File: src/rtl/skid_buffer.sv
// skid_buffer: registered valid/ready slice with a main+skid register pair; SKID_BUFFER_STATS_EN adds a saturating stall counter
module skid_buffer #(
  parameter int WIDTH = 32
) (
  input  logic             clk,
  input  logic             rst,
  input  logic [WIDTH-1:0] in_data,
  input  logic             in_valid,
  output logic             in_ready,
  output logic [WIDTH-1:0] out_data,
  output logic             out_valid,
  input  logic             out_ready
`ifdef SKID_BUFFER_STATS_EN
  ,
  output logic [15:0]      stall_cnt
`endif
);
  typedef enum logic [1:0] {EMPTY = 2'd0, BUSY = 2'd1, FULL = 2'd2} state_t;
  state_t           state_q, state_d;
  logic [WIDTH-1:0] main_q, main_d, skid_q, skid_d;
  logic             in_ready_q, in_ready_d, out_valid_q, out_valid_d;
  logic             in_xfer, out_xfer;
  assign in_xfer   = in_valid && in_ready_q;
  assign out_xfer  = out_valid_q && out_ready;
  assign in_ready  = in_ready_q;
  assign out_valid = out_valid_q;
  assign out_data  = main_q;
  always_comb begin
    state_d = state_q;
    main_d  = main_q;
    skid_d  = skid_q;
    case (state_q)
      EMPTY: if (in_xfer) begin
        main_d  = in_data;
        state_d = BUSY;
      end
      BUSY: if (in_xfer && out_xfer) main_d = in_data;
        else if (in_xfer) begin
          skid_d  = in_data;
          state_d = FULL;
        end else if (out_xfer) state_d = EMPTY;
      FULL: if (out_xfer) begin
        main_d  = skid_q;
        state_d = BUSY;
      end
      default: state_d = EMPTY;
    endcase
    // handshake outputs are pure functions of the next state, so both stay flop-driven
    out_valid_d = state_d != EMPTY;
    in_ready_d  = state_d != FULL;
  end
  always_ff @(posedge clk) begin
    if (rst) begin
      state_q     <= EMPTY;
      main_q      <= '0;
      skid_q      <= '0;
      in_ready_q  <= 1'b1;
      out_valid_q <= 1'b0;
    end else begin
      state_q     <= state_d;
      main_q      <= main_d;
      skid_q      <= skid_d;
      in_ready_q  <= in_ready_d;
      out_valid_q <= out_valid_d;
    end
  end
`ifdef SKID_BUFFER_STATS_EN
  logic [15:0] stall_cnt_q, stall_cnt_d;
  always_comb stall_cnt_d = (out_valid_q && !out_ready && stall_cnt_q != 16'hFFFF) ? stall_cnt_q + 16'd1 : stall_cnt_q;
  always_ff @(posedge clk) begin
    if (rst) stall_cnt_q <= '0;
    else stall_cnt_q <= stall_cnt_d;
  end
  assign stall_cnt = stall_cnt_q;
`endif
endmodule
File: config.mk
export PLATFORM = sky130hd
export DESIGN_NAME = skid_buffer
export DESIGN_NICKNAME = d
export VERILOG_FILES = /design/src/rtl/skid_buffer.sv
export SDC_FILE = /design/constraint.sdc
export NUM_CORES = 1
export LEC_CHECK = 0
export CELL_PAD_IN_SITES_DETAIL_PLACEMENT = 0
export CELL_PAD_IN_SITES_GLOBAL_PLACEMENT = 1
export CORE_UTILIZATION = 49
export CTS_CLUSTER_SIZE = 28
export DETAILED_ROUTE_END_ITERATION = 12
export DONT_BUFFER_PORTS = 1
export GPL_TIMING_DRIVEN = 1
export PLACE_DENSITY = 0.84
export SLEW_MARGIN = 20
export SYNTH_ARGS = -nofsm -noshare
export SYNTH_HDL_FRONTEND = slang
export SYNTH_SLANG_ARGS = --single-unit
File: constraint.sdc
create_clock -name clk -period 1.6 [get_ports clk]
set_input_delay 0.24 -clock clk [delete_from_list [all_inputs] [get_ports clk]]
set_output_delay 0.24 -clock clk [all_outputs]
set_load 0.05 [all_outputs]
Yosys cells after proc, flatten, opt, wreduce, memory -nomap -nowiden
Cells that the tools add are included.
{"block": "word_totals", "regBits": 68, "output_inout_bits": 34}
{"block": "op_classes", "n_eq_ne": 6, "mux": 10, "bitwise_logic": 1, "n_reduce_logical": 8}
{"operator": "two-way mux 32 bit", "count": 3}
{"operator": "case mux 32 bit (3 select lines)", "count": 1}
{"operator": "two-way mux 2 bit", "count": 5}
{"operator": "inequality test 2 bit (second input constant)", "count": 4}
{"operator": "case mux 2 bit (3 select lines)", "count": 1}
{"operator": "AND reduction 4 bit", "count": 1}
{"operator": "logical AND 1 bit", "count": 3}
{"operator": "AND reduction 3 bit", "count": 1}
{"operator": "nonzero test 3 bit", "count": 1}
{"operator": "equality test 2 x 1 -> 1 bit (second input constant)", "count": 1}
{"operator": "equality test 2 bit (second input constant)", "count": 1}
{"operator": "logical NOT 2 bit", "count": 1}
{"operator": "nonzero test 2 bit", "count": 1}
{"operator": "inverter 1 bit", "count": 1}

Longest topological paths before layout
{"block": "depth", "ltp_word": 6, "depth_mapped": 5, "mapped_depth_nobuf": 3}

Worst setup path after synthesis
Ideal clock, no wire load.
{"block": "synth_path", "kind": "reg2reg", "startpoint": "reg in_ready_q, in the netlist in_ready", "endpoint": "reg main_q[10], in the netlist out_data[10]", "setup_ns": 0.146, "t_arrival_ns": 1.481, "t_required_ns": 1.454, "setup_slack_ns": -0.027, "path_stages_with_launch": 5, "n_path_buf": 1, "synth_period_minus_slack_ns": 1.627, "cell_sequence": "dfxtp_1 -> nand3b_1 -> o22ai_4 -> buf_4 -> a211oi_2"}
{"block": "synth_via", "elab_chain_cells": 4}
{"element": "from (decl)", "line": "21", "rtl": "logic in_ready_q, in_ready_d, out_valid_q, out_valid_d;"}
{"element": "from (signal assigned)", "line": "63", "rtl": "in_ready_q <= in_ready_d;"}
{"element": "logical AND 1 bit (*)", "line": "23", "rtl": "assign in_xfer = in_valid && in_ready_q;"}
{"element": "logical AND 1 bit", "line": "37", "rtl": "BUSY: if (in_xfer && out_xfer) main_d = in_data;"}
{"element": "inequality test 2 bit (no line)"}
{"element": "AND reduction 4 bit (no line) (*)"}
{"element": "to (signal assigned)", "line": "61", "rtl": "main_q <= main_d;"}
{"element": "to (decl)", "line": "20", "rtl": "logic [WIDTH-1:0] main_q, main_d, skid_q, skid_d;"}
Mark *: on every way between the ends. The rest lies on a longest branch, timed or not.
A chain may end at the register's enable or synchronous reset.

Final worst setup path
{"block": "layout_path", "startpoint": "reg state_q[0]", "endpoint": "reg main_q[11], in the netlist out_data[11]"}
{"block": "layout_via", "elab_chain_cells": 3}
{"element": "from (decl)", "line": "19", "rtl": "state_t state_q, state_d;"}
{"element": "from (signal assigned)", "line": "60", "rtl": "state_q <= state_d;"}
{"element": "equality test 2 x 1 -> 1 bit (tied with other cells)", "line": "32", "rtl": "case (state_q)"}
{"element": "inequality test 2 bit (no line) / nonzero test 3 bit (equally long branches)"}
{"element": "AND reduction 4 bit (no line)"}
Several ways; a longest one is shown, not always the timed one.

==> impl_metrics.tcl <==
set metrics [dict create \
    dpl.hpwl_um 4553 \
    arrival_ns 1.64 \
    drt_wl_total_um 7675 \
    startpoint "state_q[0]$_SDFF_PP0_" \
    status "finished, violations left" \
    rsz0062_at_grt "no" \
    synth-seq-cells 68 \
    initial_core_util_pct 50.52 \
    clock_latency_ns 0.34 \
    violations "negative hold slack" \
    maxCapViolCount 0 \
    drive_above_1_share_pct 36.47 \
    power.density_nw_per_um2 1338 \
    crit_end "out_data[11]$_SDFFE_PP0P_" \
    rrSetupSlack_ns 0.18 \
    dieArea_um2 7343 \
    cts_tree "built" \
    synth_top_area_share_pct 39.66 \
    htreeDepth 3 \
    die_h_um 85.69 \
    vias 2540 \
    numCtsBuffers 9 \
    ys_warn_count 0 \
    antenna_found_initial 0 \
    synthTopCellsByArea "dfxtp_1, a211oi_2, mux2i_1" \
    synth.net_count 352 \
    setup_viol 0 \
    start_kind "flip-flop" \
    max_slew_margin_pct 63.34 \
    synth.cell_area_um2 3432 \
    required_ns 1.83 \
    grt_usage_pct 21.94 \
    syn_avg_cell_area_um2 10.86 \
    grt_max_degree 69 \
    worst_slew_pin_slew_ns 0.5491 \
    cts.path.max_buffers 2 \
    worst_hold_path_type "input pin to flip-flop" \
    final_cell_area_um2 3801 \
    io_pins 70 \
    power_leakage_nw 1.473 \
    drc 0 \
    place_inst 409 \
    postCtsSetupBuffers 0 \
    gp_congestion 0.7105 \
    layout_commonest_cell "dfxtp_1" \
    setup_tns_ns 0 \
    drtIter0Drc 115 \
    grt_overflow 0 \
    routed_via_density 5.976 \
    hold_viol_final 66 \
    end_kind "flip-flop" \
    r2r-end "out_data[11]$_SDFFE_PP0P_" \
    grt_pass1_vias 2518 \
    die_width_um 85.69 \
    antenna_cells 0 \
    drt_pass1_iterations 4 \
    post_dp_cell_area_um2 3552 \
    coreArea_um2 6794 \
    clock.fmax_mhz 705.8 \
    syn2layout_area_growth_pct 10.75 \
    holdWs_ns -0.04623 \
    min_period_ns 1.417 \
    ant_nets 0 \
    cts_resized 0 \
    root_buffer "clkbuf_8" \
    cp_max_fo 25 \
    ys_seq_area_share_pct 39.66 \
    clock-sinks 68 \
    num_rows 30 \
    r2r-start "state_q[0]$_SDFF_PP0_" \
    grt_pass1_wl_um 12620 \
    ir_drop_mv 0.6935 \
    skew_ns 0.008801 \
    fin_nets 360 \
    r2r_cells 4 \
    final_cell_count_no_fill 425 \
    layout_common_cells "dfxtp_1, a211oi_2, o21ai_0" \
    cts.clk_slew.worst_paths_ns 0.08 \
    maxSlewViolCount 0 \
    io_buffers 0 \
    syn_inst 316 \
    crit_type "flip-flop to flip-flop" \
    yosysTopAreaCell "dfxtp_1" \
    yosysUniqueCellTypes 29 \
    wl_per_cell_um 18.06 \
    min_period_over_period_pct 88.55 \
    finalPower_w 0.005087 \
]
-- critical path, cell delays in order, from the launching register on --
cell and delay [ns]:
dfxtp_1 0.43, nand2b_2 0.26, buf_12 0.24, mux2i_1 0.27, a211oi_2 0.09
-- per-layer routing --
| layer | vias to the layer above | routed length, um | GRT usage [%] |
|---|---|---|---|
| li1 | 1224 | - | - |
| met1 | 1247 | 3434 | 27.19 |
| met2 | 58 | 3642 | 35.42 |
| met3 | 11 | 473 | 6.449 |
| met4 | 0 | 123 | 9.848 |
| met5 | - | 0 | 0 |
-- stage by stage --
step,hold WS [ns],setup WS (ns),utilization [%]
floorplan,0.3157,0.2019,-
finish,-0.04623,0.1833,55.95
CTS,-0.06721,0.1654,55.95
detailed placement,0.3036,0.1924,52.28
global route,-0.07194,0.07062,55.95
global placement,0.3055,0.2480,52.28
-- registers in the layout, summed over array words and instances, names as in the netlist --
signal and count:
in_ready 1, out_data 32, out_valid 1, skid_q 32
state_q 2
-- worst min-delay path by stage --
stage | from | end | slack (ns) | depth (start not counted)
after global routing | rst | out_valid$_SDFF_PP0_ | -0.07 | 1
after floorplan | rst | state_q[0]$_SDFF_PP0_ | 0.32 | 1
final | rst | out_valid$_SDFF_PP0_ | -0.05 | 1
after global placement | rst | out_valid$_SDFF_PP0_ | 0.31 | 1
after detailed placement | rst | out_valid$_SDFF_PP0_ | 0.30 | 1
after CTS | rst | out_valid$_SDFF_PP0_ | -0.07 | 1
-- power breakdown --
part	leakage (nW)	switching (W)	internal [W]
clock	0.122	0.000664	0.00108
combinational	0.793	0.000775	0.000473
sequential	0.558	0.000243	0.00185
-- cells by family after synthesis --
logic type	share of synthesized area [%]
flops	39.66
buf+inv	9.698
compound gates	34.67
simple gates	6.635
mux	9.333
-- Yosys cell counts (all sizes together) --
cell type  count
nand4          1
buf           27
nand3b         1
o22ai          1
o21ai         33
a21boi         1
nor3b          1
a21o           1
a221oi         1
dfxtp         68
nor4bb         1
a21oi         33
nand3         32
and3b          1
a21bo          1
clkbuf        11
nand2b         1
nand2          3
mux2i         32
a221o          1
and4b          1
a211oi        64
-- area by class of cell --
| type | instances | area (um2) |
|---|---|---|
| repair buffers | 35 | 325.3 |
| clock inverters | 6 | 111.4 |
| multi-input cells | 210 | 1743 |
| fillers | 586 | 2993 |
| clock buffers | 10 | 137.6 |
| well taps | 96 | 120.1 |
| flip-flops and latches | 68 | 1364 |
(Power assumes the default switching activity.)
